`config.mk`:
```
export PLATFORM = sky130hd
export DESIGN_NAME = seg7_scan_capture
export DESIGN_NICKNAME = d
export VERILOG_FILES = /design/src/rtl/seg7_scan_capture.sv
export SDC_FILE = /design/constraint.sdc
export NUM_CORES = 1
export LEC_CHECK = 0
export ABC_AREA = 1
export CORE_ASPECT_RATIO = 1.2
export CORE_MARGIN = 2
export CORE_UTILIZATION = 40
export DETAILED_ROUTE_END_ITERATION = 16
export PLACE_DENSITY = 0.68
export REMOVE_ABC_BUFFERS = 1
export SYNTH_ARGS = -nofsm -noshare
export SYNTH_HDL_FRONTEND = slang
export SYNTH_SLANG_ARGS = --single-unit
```
`constraint.sdc`:
```
create_clock -name clk -period 2.2 [get_ports clk]
set_input_delay 0.66 -clock clk [delete_from_list [all_inputs] [get_ports clk]]
set_output_delay 0.66 -clock clk [all_outputs]
set_load 0.02 [all_outputs]
```
`src/rtl/seg7_scan_capture.sv`:
```
// Recovers hex digits from a multiplexed active-low 7-segment bus (segments + anodes).
// Optional SEG7_CAP_STICKY_ERR_EN: err becomes sticky and an err_clr input is added.
module seg7_scan_capture #(
    parameter int unsigned NUM_DIGITS    = 4,
    parameter int unsigned STABLE_CYCLES = 4
) (
    input  logic                    clk,
    input  logic                    rst_n,
    input  logic [6:0]              seg,
    input  logic [NUM_DIGITS-1:0]   an,
    output logic [4*NUM_DIGITS-1:0] digits,
    output logic [NUM_DIGITS-1:0]   digit_valid,
    output logic [NUM_DIGITS-1:0]   blank,
    output logic                    err,
    output logic                    frame_done
`ifdef SEG7_CAP_STICKY_ERR_EN
    ,
    input  logic                    err_clr
`endif
);

    localparam int unsigned CW = $clog2(STABLE_CYCLES + 1);

    typedef enum logic {SETTLE, HELD} state_t;

    logic [6:0]            seg_m, seg_s, seg_q;
    logic [NUM_DIGITS-1:0] an_m, an_s, an_q;
    logic [CW-1:0]         cnt;
    state_t                state;
    logic [NUM_DIGITS-1:0] seen_q;

    logic                  s_chg_c;
    logic                  cap_c;
    logic [NUM_DIGITS-1:0] an_lit_c;
    logic                  multi_c;
    logic                  one_cold_c;
    logic [4:0]            dec_c;
    logic                  dark_c;
    logic [NUM_DIGITS-1:0] hit_c;
    logic                  err_evt_c;
    logic [NUM_DIGITS-1:0] seen_set_c;

    // Returns {legal, nibble}; legal=0 for any pattern outside the hex glyph set.
    function automatic logic [4:0] decode(input logic [6:0] s);
        case (s)
            7'b0000001: return {1'b1, 4'h0};
            7'b1001111: return {1'b1, 4'h1};
            7'b0010010: return {1'b1, 4'h2};
            7'b0000110: return {1'b1, 4'h3};
            7'b1001100: return {1'b1, 4'h4};
            7'b0100100: return {1'b1, 4'h5};
            7'b0100000: return {1'b1, 4'h6};
            7'b0001111: return {1'b1, 4'h7};
            7'b0000000: return {1'b1, 4'h8};
            7'b0000100: return {1'b1, 4'h9};
            7'b0001000: return {1'b1, 4'hA};
            7'b1100000: return {1'b1, 4'hB};
            7'b0110001: return {1'b1, 4'hC};
            7'b1000010: return {1'b1, 4'hD};
            7'b0110000: return {1'b1, 4'hE};
            7'b0111000: return {1'b1, 4'hF};
            default:    return 5'b0;
        endcase
    endfunction

    // Capture decodes the previous sample, which has been stable for STABLE_CYCLES samples.
    always_comb begin
        s_chg_c    = {an_s, seg_s} != {an_q, seg_q};
        cap_c      = (state == SETTLE) && (cnt == CW'(STABLE_CYCLES));
        an_lit_c   = ~an_q;
        multi_c    = (an_lit_c & (an_lit_c - NUM_DIGITS'(1))) != '0;
        one_cold_c = (an_lit_c != '0) && !multi_c;
        dec_c      = decode(seg_q);
        dark_c     = (seg_q == 7'h7f);
        hit_c      = (cap_c && one_cold_c && (dec_c[4] || dark_c)) ? an_lit_c : '0;
        err_evt_c  = cap_c && (multi_c || (one_cold_c && !dec_c[4] && !dark_c));
        seen_set_c = seen_q | hit_c;
    end

    // Two-flop synchronisers, preset to the inactive (all-ones) level.
    always_ff @(posedge clk or negedge rst_n) begin
        if (!rst_n) begin
            seg_m <= '1;
            seg_s <= '1;
            an_m  <= '1;
            an_s  <= '1;
        end else begin
            seg_m <= seg;
            seg_s <= seg_m;
            an_m  <= an;
            an_s  <= an_m;
        end
    end

    always_ff @(posedge clk or negedge rst_n) begin
        if (!rst_n) begin
            seg_q       <= '1;
            an_q        <= '1;
            cnt         <= '0;
            state       <= SETTLE;
            seen_q      <= '0;
            digits      <= '0;
            digit_valid <= '0;
            blank       <= '0;
            err         <= 1'b0;
            frame_done  <= 1'b0;
        end else begin
            seg_q <= seg_s;
            an_q  <= an_s;

            if (s_chg_c) begin
                cnt   <= CW'(1);
                state <= SETTLE;
            end else begin
                if (cnt != CW'(STABLE_CYCLES)) cnt <= cnt + CW'(1);
                if (cap_c) state <= HELD;
            end

            for (int i = 0; i < int'(NUM_DIGITS); i++) begin
                if (hit_c[i]) begin
                    if (dec_c[4]) begin
                        digits[4*i +: 4] <= dec_c[3:0];
                        digit_valid[i]   <= 1'b1;
                        blank[i]         <= 1'b0;
                    end else begin
                        blank[i] <= 1'b1;
                    end
                end
            end

            if (&seen_set_c) begin
                frame_done <= 1'b1;
                seen_q     <= '0;
            end else begin
                frame_done <= 1'b0;
                seen_q     <= seen_set_c;
            end

`ifdef SEG7_CAP_STICKY_ERR_EN
            err <= err_evt_c | (err & ~err_clr);
`else
            err <= err_evt_c;
`endif
        end
    end

endmodule

```
### After elaboration in Yosys (flattened, before gate mapping)

Index checks and enable logic that the tools add are counted.

| storage, ports and cells | value |
|---|---|
| register bits | 67 |
| input port bits | 13 |
| word-level logic and storage cells | 79 |
| output and inout port bits | 26 |

| operators by class | value |
|---|---|
| add/subtract/negate cells | 2 |
| multiplexer cells | 9 |
| reduce and logical (&&, ||, !) cells | 22 |
| bitwise operators | 4 |
| equal/unequal tests | 19 |

Operators by type and width:

| cell | count |
|---|---|
| $pmux 5 s16 | 1 |
| $eq 7x6->1 const B | 5 |
| $eq 7x7->1 const B | 5 |
| $eq 7x3->1 const B | 2 |
| $eq 7x4->1 const B | 2 |
| $ne 11x11->1 | 1 |
| $mux 4 | 2 |
| $reduce_and 2->1 | 4 |
| $reduce_bool 4->1 | 2 |
| $eq 7x1->1 const B | 1 |
| $eq 7x5->1 const B | 1 |
| $logic_and 1x1->1 | 7 |
| $logic_not 7->1 | 1 |
| $mux 3 | 2 |
| $and 4x4->4 | 1 |
| $mux 1 | 4 |
| $not 4->4 | 1 |
| $or 4x4->4 | 1 |
| $reduce_and 4->1 | 1 |
| $reduce_bool 2->1 | 2 |
| $sub 4x1->4 const B | 1 |
| $add 3x1->3 const B | 1 |
| $eq 3x3->1 const B | 1 |
| $logic_not 1->1 | 3 |
| 3 further kinds | 4 |

### Logic depth before layout (Yosys ltp)

Gate-level depths: netlist of the first run.

| depth | value |
|---|---|
| depth in word-level cells | 12 |
| gate-level depth with buffers | 13 |
| mapped depth without buffers | 13 |

### Worst setup path after synthesis of the first run

OpenSTA, ideal clock, no wires.

| timing | value |
|---|---|
| kind | register to register |
| start point | reg cnt[0] |
| end point | reg seen_q[0] |
| slack | 434 ps |
| period minus slack after synthesis | 1766 ps |
| stages on the path, launching flop included | 12 |
| arrival | 1647 ps |
| data required time | 2081 ps |
| setup time | 119 ps |
| path buffers | 0 |
| cells stage by stage | dfrtp_1 -> inv_1 -> ha_1 -> nand2_1 -> nor2_1 -> o31ai_1 -> nor2_2 -> nand3_2 -> nand2_1 -> nand2_2 -> nor2_4 -> nor2_2 |

| between the ends | value |
|---|---|
| word-level cells in the longest chain between the ends | 8 |

Ends and longest elaborated chain:

| element | RTL line | text |
|---|---|---|
| start, declared | 28 | `logic [CW-1:0] cnt;` |
| start signal, assigned | 115 | `if (cnt != CW'(STABLE_CYCLES)) cnt <= cnt + CW'(1);` |
| $eq 3x3->1 (*) | 69 | `cap_c = (state == SETTLE) && (cnt == CW'(STABLE_CYCLES));` |
| $logic_and 1x1->1 (*) | 69 |  |
| $logic_and 1x1->1 (*) (2 in a row) | 75 | `hit_c = (cap_c && one_cold_c && (dec_c[4] \|\| dark_c)) ? an_lit_c : '0;` |
| $mux 4 (*) | 75 |  |
| $or 4x4->4 (*) | 77 | `seen_set_c = seen_q \| hit_c;` |
| $reduce_and 4->1 | 131 | `if (&seen_set_c) begin` |
| $mux 4 (*) | 131 |  |
| end signal, assigned | 136 | `seen_q <= seen_set_c;` |
| end, declared | 30 | `logic [NUM_DIGITS-1:0] seen_q;` |

Every way passes the cells marked *; elsewhere a longest branch is shown, timed or not.
A chain may end at the register's enable or synchronous reset.

### Worst setup path in the final report of the first run

| timing | value |
|---|---|
| start point | reg blank[1] |
| end point | out blank[1] |

RTL lines:

| element | RTL line | text |
|---|---|---|
| start, declared | 13 | `output logic [NUM_DIGITS-1:0] blank,` |
| start signal, assigned | 104 | `blank <= '0;` |
| start signal, assigned by index | 124 | `blank[i] <= 1'b0;` |
| start signal, assigned by index | 126 | `blank[i] <= 1'b1;` |

No word-level cell between the ends.

==> results of run 1 <==
-- cell usage in the layout, fill, tap and decap left out, types with 7 or more instances in the layout --
master,synthesis,routed
nand2_2,7,7
inv_1,17,17
nor2_2,13,14
clkdlybuf4s50_1,0,37
nand3_1,9,9
nor2_1,24,23
dfrtp_1,34,34
o21ai_1,16,16
dfstp_2,33,33
nand2_1,49,49
clkbuf_8,0,11
inv_2,12,12
-- flip-flops by register name, indices dropped and copies added, names as in the netlist --
signal       cells
an_q             4
seg_m            7
frame_done       1
digit_valid      4
cnt              3
blank            4
an_s             4
err              1
state            1
seen_q           4
seg_q            7
an_m             4
digits          16
seg_s            7
-- stage by stage --
stage               std cells  setup WS, ns  hold slack, ns  instance area (µm²)  util, %
floorplan                 261        0.4339          0.3452                 2726        -
global placement          389        0.2409          0.3455                 3258    48.41
detailed placement        389        0.1921          0.3468                 3258    48.41
CTS                       405        0.1808          0.2837                 3518    52.28
global route              405       0.02494          0.2956                 3521    52.31
finish                    405        0.2332          0.2845                 3521    52.31
-- routing by layer --
metal / vias up / wire [µm] / part of all wire [%]
met4: 0 / 122 / 2.7
met1: 892 / 1838 / 41
met5: - / 0 / 0
met2: 58 / 2255 / 51
met3: 11 / 227 / 5.1
li1: 937 / - / -
-- cell type report --
| cell class | instances | area [µm²] | share of cell area [%] |
|---|---|---|---|
| flip-flops and latches | 67 | 1718 | 48.79 |
| well taps | 87 | 108.9 | 3.092 |
| clock buffers | 15 | 230.2 | 6.539 |
| repair buffers | 41 | 422.9 | 12.01 |
| inverters | 29 | 108.9 | 3.092 |
| multi-input cells | 165 | 902.1 | 25.62 |
| clock inverters | 1 | 30.03 | 0.8529 |
-- worst paths after layout --
check	from	to	slack (ns)	cells after the start
worst min-delay path	rst_n	digits[13]	0.28	1
worst min register to register	an_m[0]	an_s[0]	0.35	0
worst max-delay path	blank[1]	blank[1]	0.23	1
min in group clk	an_m[0]	an_s[0]	0.35	0
max in group asynchronous	rst_n	seg_s[5]	1.33	2
worst max register to register	cnt[0]	digits[2]	0.26	11
-- power groups by stage --
| stage | Sequential, mW | Combinational [mW] | Clock [mW] |
|---|---|---|---|
| after floorplan | 1.33 | 0.0615 | 0 |
| after global placement | 1.33 | 0.126 | 0 |
| after detailed placement | 1.33 | 0.129 | 0 |
| after CTS | 1.31 | 0.129 | 1.25 |
| after global routing | 1.32 | 0.143 | 1.33 |
| final | 1.31 | 0.126 | 1.21 |
-- cell families (layout without fill, tap and decap cells) --
logic type	count (synthesis)	after routing	share of synthesized area, %
flops	67	67	62.90
simple gates	124	124	23.23
compound gates	29	29	5.589
xor+xnor	10	10	3.206
buf+inv	30	86	4.168
fa+ha+maj	2	2	0.9160
==> impl_results.md, run 1 <==
* Total overflow reported by the global router at 0
* Final count of hold timing violations at 0
* Design internal power at 2.134 mW
* Final Critical Period at 1.967 ns
* Number of buffer and inverter instances along the worst setup path at 1
* Total routing resource utilization after global routing at 14.06%
* Class of the most critical hold timing path: in -> async
* Met1 usage in global routing at 17.00%
* Portion of total power attributed to combinational logic at 4.7%
* Setup fix buffers added after clock tree synthesis at 0
* Highest cell delay on the worst timing path at 0.61 ns
* TritonRoute pass-1 iters at 4
* Number of primary I/O pins at 39
* Final setup fails at 0
* Power per cell area at 752.9 mW/mm²
* Post_cts resized at 0
* Pin slew with the least headroom to its limit at 0.4827 ns
* Kind of capture point of the worst setup path: output port
* Distinct cell type count of the synthesized netlist at 28
* Chip width at 79.44 µm
* Post-synthesis async set-or-reset flop share at 100.0%
* Area growth syn-to-layout at 28.91%
* Synthesized instance count at 262
* Arrival time worst endpoint at 1.31 ns
* Worst-case clock skew at 0.006472 ns
* Height of the die at 94.52 µm
* Post-synthesis instance area at 0.002731 mm²
* Level count of the clock H-tree at 3
* Setup TNS Final at 0 ns
* First-pass GRT wire length at 7948 µm
* Count of flip-flops with a built-in enable after synthesis at 0
* Layout cell share with drive strength beyond 1 at 30.19%
* Critical Path Source Type: flip-flop
* Number of warnings issued by yosys at 0
* Status: completed
* Maximum fanout along the worst path at 2
* Core area at 0.006730 mm²
* Top post-synthesis cells by area: dfstp_2 (32%), dfrtp_1 (31%), nand2_1 (6.7%), nor2_1 (3.3%), nor2_2 (3.0%)
* Antenna Nets Post-Route at 0
* Achievable clock frequency at 508.5 MHz
* Port Buffers at 38
* Met2 usage at 22.20%
* Residual DRC count at 0
* Final layout net count at 328
* Fraction of post-synthesis cell area in the top cell type by area at 31.75%
* Diode count at 0
* Detailed-route wire length at 4443 µm
* Met3 usage in global routing at 3.633%
* Share of total power in sequential cells at 49.5%
* Number of filler cells placed in the layout at 604
* Worst vdd rail ir drop at 0.4959 mV
* Worst EP required at 1.54 ns
* Setup repair after global routing missed its margin: no
* Clock transition at the register clock pins on the worst setup and hold paths after CTS at 0.07 ns
* Max-slew violation count at 0
* Initial standard-cell utilization of the core at 40.58%
* Cell type group with the largest total delay on the critical path: buffers and inverters
* Number of buffers inserted during clock tree synthesis at 9
* Static leakage power at 1.521 nW
* Row count at 33
* Fin crit share at 89.40%
* Max stage delay cell, worst path: clkdlybuf4s50_1
* Pin count of the biggest net entering global routing at 26
* Most numerous cell types in the synthesized netlist: nand2_1 (49), dfrtp_1 (34), dfstp_2 (33)
* Gpl congestion at 0.8841
* CTS tree: built
* Clk root buf: clkbuf_8
* Number of buffers on the longest clock path at 2
* Top cell type by total area after synthesis: dfstp_2
* Cell with the most instances after synthesis: nand2_1
* Busiest layer in global routing: met2
* Max capacitance violation total at 0
* Die area at 0.007508 mm²
* Clk sinks at 67
* Routed WL per cell at 10.97 µm
* Switching power summed over all nets at 517.1 µW
* Relative slew margins at 67.82%
* Detailed-placement wirelength estimate at 3391 µm
* Worst-skew pair later-pin latency at 0.33 ns
* Flip-flop and latch count after synthesis at 67
* Total number of vias at 1898
* CTS Hold Bufs at 0
* Commonest register cell after synthesis: dfrtp_1
* Antenna violations before repair at 0
* Sequence of cells on the critical path: clkdlybuf4s50_1
* Mean post-synth cell area at 10.43 µm²
* Via count of the first global-routing pass at 1740
* Overall power consumption at 2.651 mW
* Drt first-iter violations at 63
* Worst setup path class: reg -> out
* Part of the power in the clock network at 45.7%
* Proportion of synthesized chip area in sequential cells at 62.90%
* Sw Ratio at 19.51%
* DR vias/cell at 4.686
(Power assumes the default switching activity.)
==> run 2, diff against run 1 <==
--- a/config.mk
+++ b/config.mk
@@ -11,6 +11,7 @@
 export CORE_UTILIZATION = 40
 export DETAILED_ROUTE_END_ITERATION = 16
 export PLACE_DENSITY = 0.68
+export RECOVER_POWER = 100
 export REMOVE_ABC_BUFFERS = 1
 export SYNTH_ARGS = -nofsm -noshare
 export SYNTH_HDL_FRONTEND = slang
==> run 2 against run 1 <==
  * Cell count stayed put
  * Highest routed layer unchanged
  * Sequential share of layout area is 0.58 points higher
  * Maximum frequency is 3.8% lower
  * Core utilization is 0.61 points lower
  * Critical endpoint is now digits[4]
  * Largest cell class unchanged
  * Combinational power is 9.5% lower
  * Non-clock buffer count stayed put
  * Critical path depth is 9 higher
  * Via count is 1.1% lower
  * Count of clock-buffer cells in the layout stayed put
  * Clock skew hardly changed
  * Design area is 1.2% lower
  * Clock power hardly changed
==> impl_results.md, run 2 (same netlist as run 1, synthesis figures left out) <==
* Share of total power in sequential cells at 49.7% (+0.2 points)
* Row count at 33 (unchanged)
* Critical path capture point: digits[4]
* Area growth syn-to-layout at 27.39%
* Post_cts resized at 0 (unchanged)
* Launch point of the worst path: seg_q[1]
* Critical Path Source Type: flip-flop
* Final count of hold timing violations at 0 (unchanged)
* Antenna violations before repair at 0 (unchanged)
* Worst path depth at 10 (+9)
* Number of primary I/O pins at 39 (unchanged)
* Sequence of cells on the critical path: nor2_1 > nand4_1 > nand3_1 > nor2_4 > nand2_1 > inv_2 > nor2_1 > inv_1 > nand2_1 > o21ai_1
* Highest cell delay on the worst timing path at 0.61 ns (about the same)
* Capture instance of the worst register-to-register path: digits[4]
* CTS tree: built
* Final layout net count at 328 (unchanged)
* Number of buffers inserted during clock tree synthesis at 9 (unchanged)
* Detailed-route wire length at 4432 µm (-0.25%)
* Status: completed
* Worst setup path class: reg -> reg
* Post-detailed-placement cell area at 0.003258 mm² (unchanged)
* Total overflow reported by the global router at 0 (unchanged)
* Most frequent standard cell in the layout excluding fill and tap cells: nand2_1
* Max stage delay cell, worst path: dfstp_1
* Achievable clock frequency at 489.2 MHz (-3.8%)
* Height of the die at 94.52 µm (unchanged)
* Number of buffers on the longest clock path at 2 (unchanged)
* Via count of the first global-routing pass at 1740 (unchanged)
* Pin count of the biggest net entering global routing at 26 (unchanged)
* Diode count at 0 (unchanged)
* Worst reg2reg path startpoint: seg_q[1]
* Power per cell area at 756.7 mW/mm² (+0.51%)
* Detailed-placement wirelength estimate at 3391 µm (unchanged)
* Max capacitance violation total at 0 (unchanged)
* Final setup fails at 0 (unchanged)
* Static leakage power at 1.596 nW (+4.9%)
* Cell type group with the largest total delay on the critical path: simple AND/OR/NAND/NOR gates
* DR vias/cell at 4.635 (-1.1%)
* Die area at 0.007508 mm² (unchanged)
* Arrival time worst endpoint at 2.30 ns (+0.99 ns)
* Clock transition at the register clock pins on the worst setup and hold paths after CTS at 0.06 ns (about the same)
* Class of the most critical hold timing path: reg -> reg
* Setup TNS Final at 0 ns (unchanged)
* Routed WL per cell at 10.94 µm (-0.25%)
* Kind of capture point of the worst setup path: flip-flop
* Worst Reg-to-Reg Cells at 10 (-1)
* Port Buffers at 38 (unchanged)
* Worst vdd rail ir drop at 0.4951 mV (-0.16%)
* Pre-CTS setup slack at 0.1921 ns (unchanged)
* First-pass GRT wire length at 7948 µm (unchanged)
* Worst-skew pair later-pin latency at 0.33 ns (about the same)
* Clk root buf: clkbuf_8
* Clk sinks at 67 (unchanged)
* Final non-filler cell area at 0.003480 mm² (-1.2%)
* End-of-flow core utilization at 51.70% (-0.61 points)
* Hold slack final at 0.3532 ns (+0.06871 ns)
* Relative slew margins at 34.07% (-34 points)
* Worst R2R Setup Slack at 0.16 ns (-0.10 ns)
* Gpl congestion at 0.8841 (unchanged)
* Total routing resource utilization after global routing at 14.06% (unchanged)
* Pin slew with the least headroom to its limit at 0.9890 ns (+0.5063 ns)
* Portion of total power attributed to combinational logic at 4.3% (-0.4 points)
* Final Critical Period at 2.044 ns (+0.07755 ns)
* Fin crit share at 92.92% (+3.5 points)
* Number of flip-flops in the largest register at 16 (unchanged)
* CTS Hold Bufs at 0 (unchanged)
* Worst-case clock skew at 0.006419 ns (-0.00005282 ns)
* Total number of vias at 1877 (-1.1%)
* Drt first-iter violations at 55 (-13%)
* Number of buffer and inverter instances along the worst setup path at 2 (+1)
* Number of filler cells placed in the layout at 612 (+1.3%)
* Switching power summed over all nets at 514.4 µW (-0.53%)
* Level count of the clock H-tree at 3 (unchanged)
* Maximum fanout along the worst path at 8 (+6)
* Layout cell share with drive strength beyond 1 at 25.47% (-4.7 points)
* Max-slew violation count at 0 (unchanged)
* Chip width at 79.44 µm (unchanged)
* Core area at 0.006730 mm² (unchanged)
* Design internal power at 2.119 mW (-0.71%)
* Sw Ratio at 19.54% (+0.028 points)
* Setup ws final at 0.1557 ns (-0.07755 ns)
* Initial standard-cell utilization of the core at 40.58% (unchanged)
* Residual DRC count at 0 (unchanged)
* TritonRoute pass-1 iters at 4 (unchanged)
* Worst EP required at 2.46 ns (+0.92 ns)
* Setup fix buffers added after clock tree synthesis at 0 (unchanged)
* Antenna Nets Post-Route at 0 (unchanged)
* Setup repair after global routing missed its margin: no
* Register ranked first by flip-flop count: digits
* Part of the power in the clock network at 46.0% (+0.3 points)
* Most frequent cells in the layout: nand2_1 (50), dlygate4sd3_1 (37), dfrtp_1 (34)
-- run 2: worst reg2reg max path, stage by stage, from the launching register on --
cell	delay, ns
dfstp_1	0.61
nor2_1	0.15
nand4_1	0.17
nand3_1	0.16
nor2_4	0.20
nand2_1	0.16
inv_2	0.12
nor2_1	0.06
inv_1	0.18
nand2_1	0.08
o21ai_1	0.07
-- run 2: worst min path at each step --
stage,depth (start not counted),slack (ns),end,from
floorplan,0,0.35,an_s[0],an_m[0]
global placement,0,0.35,seg_s[2],seg_m[2]
detailed placement,0,0.35,an_s[2],an_m[2]
CTS,1,0.28,digits[13],rst_n
global route,0,0.36,an_s[2],an_m[2]
finish,0,0.35,an_s[0],an_m[0]
-- run 2: through the flow --
step,total power [mW],std cells
2_1_floorplan,1.391,261
6_report,2.633,405
3_3_place_gp,1.459,389
3_5_place_dp,1.464,389
5_1_grt,2.777,405
4_1_cts,2.696,405
-- run 2: power by group through the flow --
| stage | logic (mW) | registers (mW) | clock network (mW) |
|---|---|---|---|
| after floorplan | 0.0615 | 1.33 | 0 |
| after global placement | 0.126 | 1.33 | 0 |
| after detailed placement | 0.129 | 1.33 | 0 |
| after CTS | 0.129 | 1.31 | 1.25 |
| after global routing | 0.131 | 1.31 | 1.33 |
| final | 0.114 | 1.31 | 1.21 |
-- run 2: final cells by class --
type                            count  area [µm²]  share of cell area, %
Clock buffer                       15       230.2                  6.616
Clock inverter                      1       30.03                 0.8630
Inverter                           29       108.9                  3.128
Multi-Input combinational cell    165       892.1                  25.64
Sequential cell                    67        1718                  49.37
Tap cell                           87       108.9                  3.128
Timing Repair Buffer               41       391.6                  11.25
-- run 2: per-layer routing --
metal	global-route usage, %	vias up	part of all wire, %
li1	-	939	-
met4	9.052	0	2.8
met2	22.20	51	50
met3	3.633	11	4.8
met5	0	-	0
met1	17.00	876	42
